==> src/rtl/pwm_pkg.sv <==
// Shared constants and helpers for the PWM output peripheral.
// The default CLK_DIV value is also documented in the SPI register map.
package pwm_pkg;

  localparam int PWM_CNT_W           = 8;
  localparam int NUM_PINS            = 16;
  localparam int PWM_CLK_DIV_DEFAULT = 13;
  localparam int PWM_PRESC_W_DEFAULT = 16;

  localparam logic [PWM_CNT_W-1:0] PWM_DUTY_FULL = 8'hFF;

  typedef logic [PWM_CNT_W-1:0] pwm_cnt_t;
  typedef logic [NUM_PINS-1:0]  pwm_pins_t;

  // Full-scale duty is forced high so 0xFF has no one-count dropout at 255.
  function automatic logic pwm_compare(input pwm_cnt_t cnt, input pwm_cnt_t duty_val);
    return (duty_val == PWM_DUTY_FULL) ? 1'b1 : (cnt < duty_val);
  endfunction

endpackage

==> src/rtl/pwm_timebase.sv <==
// Prescaler plus free-running 8-bit PWM counter; shareable by further PWM channels.
// o_wrap marks the cycle on which the counter steps 255 -> 0.
module pwm_timebase
  import pwm_pkg::*;
#(
  parameter int CLK_DIV = PWM_CLK_DIV_DEFAULT,
  parameter int PRESC_W = PWM_PRESC_W_DEFAULT
) (
  input  logic                 clk,
  input  logic                 rst_n,
  output logic                 o_tick,
  output logic [PWM_CNT_W-1:0] o_pwm_cnt,
  output logic                 o_wrap
);

  localparam logic [PRESC_W-1:0] PRESC_LAST = PRESC_W'(CLK_DIV - 1);

  logic [PRESC_W-1:0]   r_presc;
  logic [PWM_CNT_W-1:0] r_pwm_cnt;
  logic                 w_tick;

  // With CLK_DIV=1 PRESC_LAST is 0, so the prescaler sits at 0 and ticks every cycle.
  assign w_tick = (r_presc == PRESC_LAST);

  always_ff @(posedge clk or negedge rst_n) begin
    if (!rst_n) begin
      r_presc <= '0;
    end else if (w_tick) begin
      r_presc <= '0;
    end else begin
      r_presc <= r_presc + 1'b1;
    end
  end

  always_ff @(posedge clk or negedge rst_n) begin
    if (!rst_n) begin
      r_pwm_cnt <= '0;
    end else if (w_tick) begin
      r_pwm_cnt <= r_pwm_cnt + 1'b1;
    end
  end

  assign o_tick    = w_tick;
  assign o_pwm_cnt = r_pwm_cnt;
  assign o_wrap    = w_tick && (r_pwm_cnt == {PWM_CNT_W{1'b1}});

endmodule

==> src/rtl/pwm_peripheral.sv <==
// Sixteen registered output pins, each off, static high or driven by one shared PWM
// waveform whose duty is double-buffered and only updated at the period boundary.
module pwm_peripheral
  import pwm_pkg::*;
#(
  parameter int CLK_DIV = PWM_CLK_DIV_DEFAULT,
  parameter int PRESC_W = PWM_PRESC_W_DEFAULT
) (
  input  logic                 clk,
  input  logic                 rst_n,
  input  logic [NUM_PINS-1:0]  en_out,
  input  logic [NUM_PINS-1:0]  en_pwm,
  input  logic [PWM_CNT_W-1:0] duty,
  output logic [NUM_PINS-1:0]  pwm_out,
  output logic                 period_start
);

  logic                 w_tick;
  logic                 w_wrap;
  logic [PWM_CNT_W-1:0] w_pwm_cnt;
  logic                 w_pwm_sig;
  pwm_pins_t            w_next_out;

  pwm_cnt_t             r_duty_active;
  pwm_pins_t            r_pwm_out;

  pwm_timebase #(
    .CLK_DIV (CLK_DIV),
    .PRESC_W (PRESC_W)
  ) u_timebase (
    .clk       (clk),
    .rst_n     (rst_n),
    .o_tick    (w_tick),
    .o_pwm_cnt (w_pwm_cnt),
    .o_wrap    (w_wrap)
  );

  // duty is sampled only on the wrap cycle; mid-period writes wait for the next boundary.
  always_ff @(posedge clk or negedge rst_n) begin
    if (!rst_n) begin
      r_duty_active <= '0;
    end else if (w_tick && w_wrap) begin
      r_duty_active <= duty;
    end
  end

  assign w_pwm_sig = pwm_compare(w_pwm_cnt, r_duty_active);

  always_comb begin
    w_next_out = '0;
    for (int i = 0; i < NUM_PINS; i++) begin
      w_next_out[i] = en_out[i] ? (en_pwm[i] ? w_pwm_sig : 1'b1) : 1'b0;
    end
  end

  always_ff @(posedge clk or negedge rst_n) begin
    if (!rst_n) begin
      r_pwm_out <= '0;
    end else begin
      r_pwm_out <= w_next_out;
    end
  end

  assign pwm_out      = r_pwm_out;
  assign period_start = w_wrap;

endmodule

==> config.mk <==
export PLATFORM = sky130hd
export DESIGN_NAME = pwm_peripheral
export DESIGN_NICKNAME = d
export VERILOG_FILES = /design/src/rtl/pwm_pkg.sv /design/src/rtl/pwm_timebase.sv /design/src/rtl/pwm_peripheral.sv
export SDC_FILE = /design/constraint.sdc
export NUM_CORES = 1
export LEC_CHECK = 0
export CORE_ASPECT_RATIO = 0.7
export CORE_MARGIN = 2
export CORE_UTILIZATION = 50
export CTS_BUF_LIST = sky130_fd_sc_hd__clkbuf_4 sky130_fd_sc_hd__clkbuf_8
export CTS_CLUSTER_DIAMETER = 100
export DETAILED_ROUTE_END_ITERATION = 16
export GPL_TIMING_DRIVEN = 0
export PLACE_DENSITY = 0.82
export SLEW_MARGIN = 20
export SYNTH_ARGS = -nofsm -noshare
export SYNTH_HDL_FRONTEND = slang
export SYNTH_SLANG_ARGS = --single-unit
==> constraint.sdc <==
create_clock -name clk -period 2.2 [get_ports clk]
set_clock_uncertainty 0.15 [all_clocks]
set_input_delay 0.44 -clock clk [delete_from_list [all_inputs] [get_ports clk]]
set_output_delay 0.44 -clock clk [all_outputs]
set_load 0.005 [all_outputs]
==> Yosys cells after proc, flatten, opt, wreduce, memory -nomap -nowiden <==
Cells that the tools add are included.
{ "op_classes": {"mux": 34, "addsub": 2, "n_eq_ne": 3, "order_cmp": 1, "reduce_logical": 2} }
{ "ops": {"columns": ["cell", "n"], "rows": [
  ["$mux W1", 33],
  ["$add A16 B1 Y16 const B", 1],
  ["$eq A16 B4 Y1 const B", 1],
  ["$eq A8 B8 Y1 const B", 2],
  ["$mux W16", 1],
  ["$add A8 B1 Y8 const B", 1],
  ["$lt A8 B8 Y1", 1],
  ["$logic_and A1 B1 Y1", 2]
]} }
{ "word_totals": {"regBits": 48, "wordCells": 46, "inputBits": 42, "output_inout_bits": 17} }

==> Depth between registers and ports, before layout <==
{ "logic_depth": {"depth_word": 4, "mapped_depth": 8, "mapped_depth_nobuf": 6} }

==> Modules after synthesis <==
From an unflattened synthesis, not the netlist that was laid out.
{ "hier_totals": {"cells_unflattened": 176, "area_unflattened_um2": 2193.4} }
{ "modules_own_cells": {"columns": ["module", "seq_area_each_um2", "cells_each", "area_per_inst_um2", "instances"], "rows": [
  ["pwm_timebase", 600.6, 99, 1108.6, 1],
  ["pwm_peripheral", 600.6, 77, 1084.8, 1]
]} }

==> Least setup slack after synthesis <==
OpenSTA, ideal clock, no wires.
{ "synth_path": {"path_kind": "flip-flop to flip-flop", "from": "register u_timebase.r_pwm_cnt[6], in the netlist u_timebase.o_pwm_cnt[6]", "to": "register r_pwm_out[1], in the netlist pwm_out[1]", "setup_time_ns": 0.129, "path_stages_with_launch": 7, "slack_ns": 0.294, "arrival_ns": 1.628, "required_time_ns": 1.921, "period_less_slack_ns": 1.906, "n_path_buf": 1, "path_cell_list": "dfrtp_1 -> ha_1 -> and4_1 -> o21ai_0 -> o32ai_2 -> clkbuf_2 -> a21boi_0"} }
{ "synth_via": {"elab_chain_len": 4} }
{ "synth_rtl": {"columns": ["item", "line", "source"], "rows": [
  ["start, declared", "pwm_timebase.sv:19", "logic [PWM_CNT_W-1:0] r_pwm_cnt;"],
  ["start signal, assigned", "pwm_timebase.sv:39", "r_pwm_cnt <= r_pwm_cnt + 1'b1;"],
  ["$lt A8 B8 Y1", "pwm_pkg.sv:17", "return (duty_val == PWM_DUTY_FULL) ? 1'b1 : (cnt < duty_val);"],
  ["$mux W1", "pwm_pkg.sv:17", null],
  ["$mux W1 (2 in a row)", "pwm_peripheral.sv:52", "w_next_out[i] = en_out[i] ? (en_pwm[i] ? w_pwm_sig : 1'b1) : 1'b0;"],
  ["via w_next_out[1]", "pwm_peripheral.sv:22", "pwm_pins_t w_next_out;"],
  ["end signal, assigned", "pwm_peripheral.sv:60", "r_pwm_out <= w_next_out;"],
  ["end, declared", "pwm_peripheral.sv:25", "pwm_pins_t r_pwm_out;"]
]} }
The timed path passes the listed nets, and every way through them passes these cells.
A chain may end at the register's enable or synchronous reset.

==> Worst setup path after layout <==
{ "layout_path": {"from": "register u_timebase.r_presc[0]", "to": "output port period_start"} }
{ "layout_via": {"elab_chain_len": 2} }
{ "layout_rtl": {"columns": ["item", "line", "source"], "rows": [
  ["start, declared", "pwm_timebase.sv:18", "logic [PRESC_W-1:0] r_presc;"],
  ["start signal, assigned", "pwm_timebase.sv:31", "r_presc <= r_presc + 1'b1;"],
  ["$eq A16 B4 Y1", "pwm_timebase.sv:23", "assign w_tick = (r_presc == PRESC_LAST);"],
  ["$logic_and A1 B1 Y1", "pwm_timebase.sv:45", "assign o_wrap = w_tick && (r_pwm_cnt == {PWM_CNT_W{1'b1}});"],
  ["end, declared", "pwm_peripheral.sv:15", "output logic period_start"]
]} }
No other way between the ends.

==> results.sh <==
export IMPL_outcome="finished clean"
export IMPL_insertion_delay_ns=0.30
export IMPL_netSwitchingFraction_pct=22.3
export IMPL_syn_num_nets=228
export IMPL_arrival_ns=1.54
export IMPL_drv_slew=0
export IMPL_utilization_pct=70.5
export IMPL_postRouteAntennaNets=0
export IMPL_p_seq_share_pct=55.8
export IMPL_endpoint_kind="output pin"
export IMPL_drt_iter0_markers=58
export IMPL_setup_worst_path_start_class="flop"
export IMPL_cap_violations=0
export IMPL_wirelength_um=4200
export IMPL_path_cells="inv_1 > ha_2 > nor4b_4 > nand4_1 > nor2_1 > buf_2"
export IMPL_cp_slowest_stage_delay_ns=0.40
export IMPL_post_route_min_period_ns=2.13
export IMPL_synth_main_ff_cell="dfrtp_1"
export IMPL_grt_max_degree=27
export IMPL_antenna_found_initial=0
export IMPL_synth_distinct_cells=30
export IMPL_share_comb_of_total_power_pct=9.8
export IMPL_p_total_mw=1.64
export IMPL_areaGrowthSynthToFinish_pct=37.9
export IMPL_grt_overflow=0
export IMPL_max_freq_mhz=469
export IMPL_async_reset_ff_share_pct=100
export IMPL_htree_levels=2
export IMPL_worstPathRequired_ns=1.61
export IMPL_p_switching_mw=0.366
export IMPL_vias=1532
export IMPL_dieHeight_um=59.3
export IMPL_vias_per_cell=5.04
export IMPL_drc=0
export IMPL_portBuffers=58
export IMPL_ir_drop_mv=0.410
export IMPL_pwr_share_clk_pct=34.4
export IMPL_die_w_um=83.1
export IMPL_io_pins=59
export IMPL_syn_inst=176
export IMPL_finalHoldViolCount=0
export IMPL_grtUsageTotal_pct=19.4
export IMPL_yosysWarnings=0
export IMPL_first_pass_iters=4
export IMPL_clk_pin_slew_ns=0.09
export IMPL_intPower_mw=1.27
export IMPL_core_um2=4280
export IMPL_crit_fanout=2
export IMPL_slowest_stage="dfrtp_1"
export IMPL_avgSynthCellArea_um2=12.4
export IMPL_dieArea_um2=4930
export IMPL_hold_slack_ns=0.327
export IMPL_hp_class="flop to flop"
export IMPL_wl_per_cell_um=13.8
export IMPL_setup_viol_count_final=0
export IMPL_critical_path_class="flop to output pin"
export IMPL_n_fill_cell=306
export IMPL_root_buffer="clkbuf_8"
export IMPL_grt_pass1_vias=1561
export IMPL_drive_gt1_share_pct=16.1
export IMPL_worst_path_buf_inv=2
export IMPL_max_slew_margin_rel_pct=65.7
export IMPL_cts_buffers=5
export IMPL_p_leak_nw=1.33
export IMPL_seq_area_frac_synth_pct=54.9
export IMPL_worstMarginPinSlew_ns=0.515
export IMPL_cts_tree="done"
export IMPL_ys_ff_latch=48
export IMPL_final_net_count=300
export IMPL_dp_hpwl_um=3210
export IMPL_globalplace_congestion=0.758
export IMPL_p_per_area_nw_per_um2=544
export IMPL_clock_sinks=48
export IMPL_grt_setup_unrepaired="yes"
export IMPL_antennaDiodeCount=0
export IMPL_initial_core_util_pct=51.1
export IMPL_setup_tns_final_ns=0
export IMPL_syn_area_um2=2190
export IMPL_synth_edff_count=0
export IMPL_cts_max_path_buffers=2
export IMPL_cpLargestDelayFamily="simple AND/OR/NAND/NOR gates"
export IMPL_num_rows=20
export IMPL_fin_crit_sh_pct=97.0
export IMPL_grt_pass1_wl_um=7330
-- metrics by stage --
step / instances / area, um^2 / setup slack (ns)
final: 304 / 3020 / 0.0660
after global routing: 304 / 3020 / -0.0407
after CTS: 303 / 2990 / 0.0471
after detailed placement: 290 / 2850 / -0.0831
after global placement: 289 / 2840 / -0.748
after floorplan: 176 / 2190 / 0.294
-- logic make-up (layout without fill, tap and decap cells) --
group           after synthesis  in the layout  synth area share (%)
xor+xnor                     20             20                  8.01
simple gates                 52             52                  14.1
flops                        48             48                  54.9
mux                          10             10                  5.15
fa+ha+maj                    10             10                  5.72
buf+inv                      13             86                  2.97
compound gates               23             23                  9.10
-- path summary, 6_finish.rpt --
check	startpoint	to	slack (ns)	depth (start not counted)
max	u_timebase.r_presc[0]$_DFF_PN0_	period_start	0.07	6
min reg2reg	u_timebase.r_presc[15]$_DFF_PN0_	u_timebase.r_presc[15]$_DFF_PN0_	0.33	1
min	u_timebase.r_presc[15]$_DFF_PN0_	u_timebase.r_presc[15]$_DFF_PN0_	0.33	1
max in group asynchronous	rst_n	u_timebase.o_pwm_cnt[0]$_DFFE_PN0N_	0.88	3
min in group asynchronous	rst_n	pwm_out[5]$_DFF_PN0_	0.50	2
max reg2reg	u_timebase.o_pwm_cnt[6]$_DFFE_PN0N_	pwm_out[2]$_DFF_PN0_	0.17	7
-- final cells by class --
cell class | instances | area (um^2) | area share (%)
well taps | 55 | 68.8 | 2.28
clock inverters | 2 | 13.8 | 0.456
clock buffers | 6 | 82.6 | 2.74
repair buffers | 65 | 638 | 21.2
inverters | 10 | 37.5 | 1.24
plain buffers | 3 | 27.5 | 0.912
flip-flops and latches | 48 | 1200 | 39.9
multi-input cells | 115 | 945 | 31.3
-- sequential cells by signal, indices dropped and copies added (netlist names) --
register,cells
u_timebase.r_presc,16
r_duty_active,8
u_timebase.o_pwm_cnt,8
pwm_out,16
-- cell usage after synthesis (4+ instances only) --
cell | count | share of area, %
nand4_1 | 8 | 2.3
xnor2_1 | 13 | 5.2
a21boi_0 | 15 | 5.1
ha_1 | 10 | 5.7
dfrtp_1 | 48 | 55
xor2_1 | 7 | 2.8
nor3_1 | 4 | 0.92
nand2_1 | 7 | 1.2
mux2_2 | 10 | 5.1
nand3_1 | 9 | 2.1
nor2_1 | 12 | 2.1
inv_1 | 10 | 1.7
-- what timing repair did --
action                     4_1_cts  5_1_grt
hold buffers                     1        0
gates resized for setup          6        3
setup buffers                    4        1
setup endpoints to repair       11        8
pin swaps                        3        3
hold endpoints to repair        22        0
-- cell usage in the layout, fill, tap and decap left out, types with 2 or more instances in the layout --
cell	n
dfrtp_1	46
clkbuf_8	6
xnor2_1	13
a21boi_0	15
and3_1	3
dfrtp_2	2
nor2_1	12
clkdlybuf4s50_1	56
nand3_1	9
buf_6	2
nand4_1	8
inv_1	10
xor2_1	7
nand2_1	7
mux2_2	10
ha_1	8
nor3_1	4
buf_2	2
buf_4	5
and4_1	3
-- layer usage --
layer	track usage (%)	share of wire [%]	vias up
met5	0	0	-
met4	6.32	0.81	0
met3	8.64	9.9	5
met2	29.5	43	55
met1	25.4	46	709
li1	-	-	763
-- power groups by stage --
stage	clock network, mW	logic (mW)	registers, mW
after floorplan	0	0.0294	0.933
after global placement	0	0.155	0.932
after detailed placement	0	0.161	0.933
after CTS	0.574	0.163	0.915
after global routing	0.606	0.179	0.918
final	0.564	0.161	0.915
Note: power is estimated with default switching activity, not from simulation.
